`src/rtl/block_copier_if.sv`:
```
// block_copier_if: register-window responder signals plus system-bus initiator signals; master = CPU/bus side, slave = copier side
interface block_copier_if;
  logic        cs;
  logic        read;
  logic        write;
  logic [15:0] low_address;
  logic [31:0] data_in;
  logic [31:0] data_out;
  logic        bus_request;
  logic        bus_grant;
  logic [29:0] m_address;
  logic [31:0] m_data_in;
  logic [31:0] m_data_out;
  logic [3:0]  m_data_strobes;
  logic        m_read;
  logic        m_write;
  modport master (
    output cs, read, write, low_address, data_in, bus_grant, m_data_in,
    input  data_out, bus_request, m_address, m_data_out, m_data_strobes, m_read, m_write
  );
  modport slave (
    input  cs, read, write, low_address, data_in, bus_grant, m_data_in,
    output data_out, bus_request, m_address, m_data_out, m_data_strobes, m_read, m_write
  );
endinterface

```
`src/rtl/block_copier.sv`:
```
// block_copier: word copy engine; ports clock, n_reset, bus (register responder + bus initiator), busy, irq (= done)
module block_copier (
  input  logic          clock,
  input  logic          n_reset,
  block_copier_if.slave bus,
  output logic          busy,
  output logic          irq
);
  typedef enum logic [2:0] {IDLE, REQUEST, READ, CAPTURE, WRITE} state_t;
  state_t state, state_n;
  logic [29:0] src, dst;
  logic [15:0] count;
  logic [31:0] buffer, rdata;
  logic done, aborted, abort_pending;
  logic wr, ctrl, start, abort, stop, finish, unused_ok;
  assign wr = bus.cs & bus.write;
  assign ctrl = wr & (bus.low_address[3:2] == 2'd3);
  assign start = ctrl & bus.data_in[0] & (state == IDLE);
  assign abort = ctrl & bus.data_in[2];
  assign stop = abort_pending | abort;
  assign finish = (state == WRITE) & ((count == 16'd1) | stop);
  assign busy = state != IDLE;
  assign irq = done;
  assign unused_ok = ^{bus.low_address[15:4], bus.low_address[1:0]};
  always_ff @(posedge clock or negedge n_reset)
    if (!n_reset) state <= IDLE;
    else state <= state_n;
  always_comb begin
    state_n = state;
    case (state)
      IDLE:    if (start && count != 16'd0) state_n = REQUEST;
      REQUEST: if (bus.bus_grant) state_n = READ;
      READ:    state_n = CAPTURE;
      CAPTURE: state_n = WRITE;
      WRITE:   state_n = finish ? IDLE : READ;
      default: state_n = IDLE;
    endcase
    bus.bus_request = busy;
    bus.m_read = state == READ;
    bus.m_write = state == WRITE;
    bus.m_address = state == READ ? src : state == WRITE ? dst : 30'd0;
    bus.m_data_out = state == WRITE ? buffer : 32'd0;
    bus.m_data_strobes = {4{state == WRITE}};
  end
  always_comb begin
    rdata = bus.low_address[3:2] == 2'd0 ? {src, 2'b00}
          : bus.low_address[3:2] == 2'd1 ? {dst, 2'b00}
          : bus.low_address[3:2] == 2'd2 ? {16'd0, count}
          : {29'd0, aborted, done, busy};
  end
  always_ff @(posedge clock or negedge n_reset)
    if (!n_reset) begin
      src <= '0;
      dst <= '0;
      count <= '0;
      buffer <= '0;
      done <= 1'b0;
      aborted <= 1'b0;
      abort_pending <= 1'b0;
      bus.data_out <= '0;
    end else begin
      if (wr && !busy && bus.low_address[3:2] == 2'd0) src <= bus.data_in[31:2];
      if (wr && !busy && bus.low_address[3:2] == 2'd1) dst <= bus.data_in[31:2];
      if (wr && !busy && bus.low_address[3:2] == 2'd2) count <= bus.data_in[15:0];
      if (state == CAPTURE) buffer <= bus.m_data_in;
      if (state == WRITE) begin
        src <= src + 30'd1;
        dst <= dst + 30'd1;
        count <= count - 16'd1;
      end
      if (start) begin
        done <= count == 16'd0;
        aborted <= 1'b0;
      end else if (finish) begin
        done <= 1'b1;
        aborted <= stop;
      end else if (ctrl && bus.data_in[1]) done <= 1'b0;
      abort_pending <= busy & ~finish & stop;
      if (bus.cs && bus.read) bus.data_out <= rdata;
    end
endmodule

```
`src/flat_wrapper.sv`:
```
// flat-port wrapper written by rule: the top's interface ports become plain ports
module block_copier_flat 
  (clock, n_reset, busy, irq, bus_cs, bus_read, bus_write, bus_low_address, bus_data_in, bus_bus_grant, bus_m_data_in, bus_data_out, bus_bus_request, bus_m_address, bus_m_data_out, bus_m_data_strobes, bus_m_read, bus_m_write);
  block_copier_if bus_i ();
  input  logic clock;
  input  logic n_reset;
  output logic busy;
  output logic irq;
  input wire logic [$bits(bus_i.cs)-1:0] bus_cs;
  input wire logic [$bits(bus_i.read)-1:0] bus_read;
  input wire logic [$bits(bus_i.write)-1:0] bus_write;
  input wire logic [$bits(bus_i.low_address)-1:0] bus_low_address;
  input wire logic [$bits(bus_i.data_in)-1:0] bus_data_in;
  input wire logic [$bits(bus_i.bus_grant)-1:0] bus_bus_grant;
  input wire logic [$bits(bus_i.m_data_in)-1:0] bus_m_data_in;
  output wire logic [$bits(bus_i.data_out)-1:0] bus_data_out;
  output wire logic [$bits(bus_i.bus_request)-1:0] bus_bus_request;
  output wire logic [$bits(bus_i.m_address)-1:0] bus_m_address;
  output wire logic [$bits(bus_i.m_data_out)-1:0] bus_m_data_out;
  output wire logic [$bits(bus_i.m_data_strobes)-1:0] bus_m_data_strobes;
  output wire logic [$bits(bus_i.m_read)-1:0] bus_m_read;
  output wire logic [$bits(bus_i.m_write)-1:0] bus_m_write;
  assign bus_i.cs = bus_cs;
  assign bus_i.read = bus_read;
  assign bus_i.write = bus_write;
  assign bus_i.low_address = bus_low_address;
  assign bus_i.data_in = bus_data_in;
  assign bus_i.bus_grant = bus_bus_grant;
  assign bus_i.m_data_in = bus_m_data_in;
  assign bus_data_out = bus_i.data_out;
  assign bus_bus_request = bus_i.bus_request;
  assign bus_m_address = bus_i.m_address;
  assign bus_m_data_out = bus_i.m_data_out;
  assign bus_m_data_strobes = bus_i.m_data_strobes;
  assign bus_m_read = bus_i.m_read;
  assign bus_m_write = bus_i.m_write;
  block_copier u_core (.clock(clock), .n_reset(n_reset), .bus(bus_i), .busy(busy), .irq(irq));
endmodule
```
`config.mk`:
```
export PLATFORM = sky130hd
export DESIGN_NAME = block_copier_flat
export DESIGN_NICKNAME = d
export VERILOG_FILES = /design/src/rtl/block_copier_if.sv /design/src/rtl/block_copier.sv /design/src/flat_wrapper.sv
export SDC_FILE = /design/constraint.sdc
export NUM_CORES = 1
export LEC_CHECK = 0
export BUFFER_PORTS_ARGS = -buffer_cell sky130_fd_sc_hd__buf_2
export CORE_MARGIN = 2
export CORE_UTILIZATION = 50
export CTS_CLUSTER_DIAMETER = 120
export DETAILED_ROUTE_END_ITERATION = 8
export GPL_ROUTABILITY_DRIVEN = 0
export PLACE_DENSITY_LB_ADDON = 0.12
export SKIP_LAST_GASP = 1
export SLEW_MARGIN = 40
export SYNTH_ARGS = -nofsm -noshare
export SYNTH_HDL_FRONTEND = slang
export SYNTH_SLANG_ARGS = --single-unit
```
`constraint.sdc`:
```
create_clock -name clock -period 4.2 [get_ports clock]
set_input_delay 0.84 -clock clock [delete_from_list [all_inputs] [get_ports clock]]
set_output_delay 0.84 -clock clock [all_outputs]
set_load 0.02 [all_outputs]
```
==> impl_metrics.toml <==
[status]
status = "finished clean"

[synth]
synth.most_common_cell = "nand2_1"
synth-seq-cells = 146
async_flop_share_pct = 100
synth-compound-area-share_pct = 18.0
netlist_top_cells_area = "dfrtp_1, nand2_1, mux2i_1"
synth_edf_count = 0
synth_top_area_share_pct = 44.4
yosys.area.top_type = "dfrtp_1"
avgSynthCellArea_um2 = 8.58
synth_nets = 1048
synth_fa_ha_area_share_pct = 0.609
synth-simple-area-share_pct = 26.8
synth_top_family_by_area = "simple AND/OR/NAND/NOR gates"
synthXorXnorAreaFrac_pct = 0.852
ys_seq_area_share_pct = 44.4
syn_area_um2 = 8220
muxShareOfSynthArea_pct = 4.79
yosys-top-cells-count = "nand2_1, dfrtp_1, nor2_1"
synthFlopType = "dfrtp_1"
synth_cell_types = 64
syn-instance-count = 958
yosys_warnings = 0

[global_route]
busiest_layer = "met2"
track_usage_pct = 28.1
grt_pass1_wl_mm = 39.3
grt_start_max_net_pins = 93
use_met3_pct = 8.30
antenna_found_initial = 0
use_met1_pct = 39.1
met2_usage_pct = 42.4
grt_pass1_vias = 7374
overflow = 0

[place]
io_buffers = 174
dp.cells = 1290
hpwl_mm = 16.7

[layout]
antenna_cells = 0
fill_cells = 1472
final_cells = 1322
syn2layout_area_growth_pct = 19.7
drive_above_1_share_pct = 23.0
fin_nets = 1183

[drt]
vias = 7823
ant_nets = 0
dr.pass1.iters = 5
wl_per_cell_um = 18.3
drtIter0Drc = 788
drc = 0
routed_via_density = 5.92
routed_wl_mm = 24.2

[worst_setup_path]
cp_slowest_stage_delay_ps = 550
required_ps = 3360
path_cells = "or3b_2 -> buf_4 -> clkinv_2 -> buf_4 -> a22o_1 -> buf_2"
r2r-start = "u_core.state[2]"
startpoint = "u_core.state[2]"
arrival_ps = 2570
critPathSlowestCell = "dfrtp_1"
path_class = "flop to output port"
path_max_fanout = 39
crit_top_cell = "buf_4"
crit_path_start_kind = "flop"
cp-end-kind = "output port"

[hold_path]
hp-class = "input port to asynchronous set/reset pin"

[power_and_ir_drop]
power_density_nw_per_um2 = 679
peakVddDrop_mv = 0.319
p_sw_w = 0.00277
swShare_pct = 41.5
sequentialPowerShare_pct = 41.5
p_leak_nw = 4.66
p_comb_share_pct = 35.3
internal_power_w = 0.00391
p_clk_share_pct = 23.2

[cts]
clockBufferDepth = 2
cts-htree-levels = 4
ctsHoldBuffers = 0
cts-buffers-inserted = 17
clk_latency_ps = 430
cts_tree = "done"
clk_pin_slew_ps = 60
post_cts_buffers = 0
cts.repair.resized = 0
root_buffer = "clkbuf_16"
clkSinkCount = 146

[die]
dieArea_um2 = 17500
die-height_um = 132
rows = 46
die_w_um = 132
start_util_pct = 51.4
core-area_um2 = 16000
io_pins = 189

[timing]
hold_viol = 0
tightestPinTransition_ps = 718
setup_viol = 0
slew_headroom_pct = 51.9
finalClockSkew_ps = 6.97
fin_tns_setup_ps = 0
min_period_ps = 3410
finalMaxSlewViolations = 0
period_share_pct = 81.3
max_clock_freq_mhz = 293
rsz0062_at_grt = "false"

[run]
maxCapViolCount = 0
flip-flops by register name, indices dropped and copies added, names as in the netlist:
name,flops
u_core.aborted,1
u_core.state,3
u_core.src,30
u_core.dst,30
u_core.bus.data_out,32
u_core.abort_pending,1
u_core.irq,1
u_core.buffer,32
u_core.count,16
power by group through the flow:
stage	combinational [W]	sequential, W	clock, W
floorplan	0.00174	0.00257	0
global placement	0.00231	0.00274	0
CTS	0.00237	0.00275	0.00157
finish	0.00236	0.00277	0.00155
global route	0.00262	0.00288	0.00164
detailed placement	0.00236	0.00276	0
per-layer routing:
layer / up-vias / routed length, µm
li1: 3715 / -
met1: 3694 / 10700
met2: 372 / 10900
met3: 42 / 2130
met4: 0 / 513
met5: - / 0
stage by stage:
step	setup WS, ps	power, W	area [µm²]	util (%)	hold WS, ps
floorplan	1360	0.00431	8220	-	437
global route	647	0.00714	9850	61.5	486
global placement	1250	0.00505	9220	57.6	449
detailed placement	1270	0.00512	9240	57.8	454
CTS	794	0.00668	9830	61.5	462
finish	787	0.00668	9850	61.5	432
logic make-up after synthesis:
| logic type | after synthesis |
|---|---|
| simple gates | 458 |
| flops | 146 |
| compound gates | 216 |
| fa+ha+maj | 4 |
| mux | 38 |
| buf+inv | 88 |
| xor+xnor | 8 |
worst max-delay path: cells and delay by family, from the launching register on:
family	cells	cell delay [ps]
buf+inv	4	890
compound gates	1	200
simple gates	1	490
flops	1	550
final cells by class:
class	instances	area, µm²	area share [%]
clock buffer	18	429	4.36
clock inverter	14	164	1.66
inverter	11	42.5	0.432
multi-input combinational	724	4240	43.0
sequential	146	3650	37.1
tap	216	270	2.74
timing repair buffer	193	1050	10.6
path summary, 6_finish.rpt:
kind	to	slack, ps	cells after the start
worst max-delay path	bus_m_address[23]	790	6
worst min-delay path	u_core.bus.data_out[19]	430	1
worst max register to register	u_core.count[15]	1440	8
worst min register to register	u_core.buffer[26]	460	2
max in group asynchronous	u_core.buffer[24]	3000	2
min in group clock	u_core.buffer[26]	460	2
placed cells by master (no fill, tap or decap), drive strengths merged, types with 5 or more instances in the layout:
cell    count
o22ai       5
and3       14
nand3      34
nor4       11
a21o        5
nor2       65
a22o       29
xnor2       5
nor3       27
a311oi     10
or3        11
o211ai     13
nand2b      6
o21ai      63
o221a       8
a211oi      8
mux2i      36
or4         6
buf       193
and2       35
nand4      20
clkinv      8
a22oi       5
and4       13
dfrtp     146
o311ai     12
a21oi      37
inv        11
clkbuf     18
nand3b      5
nand2     203
Power figures use the tool's default switching activity.
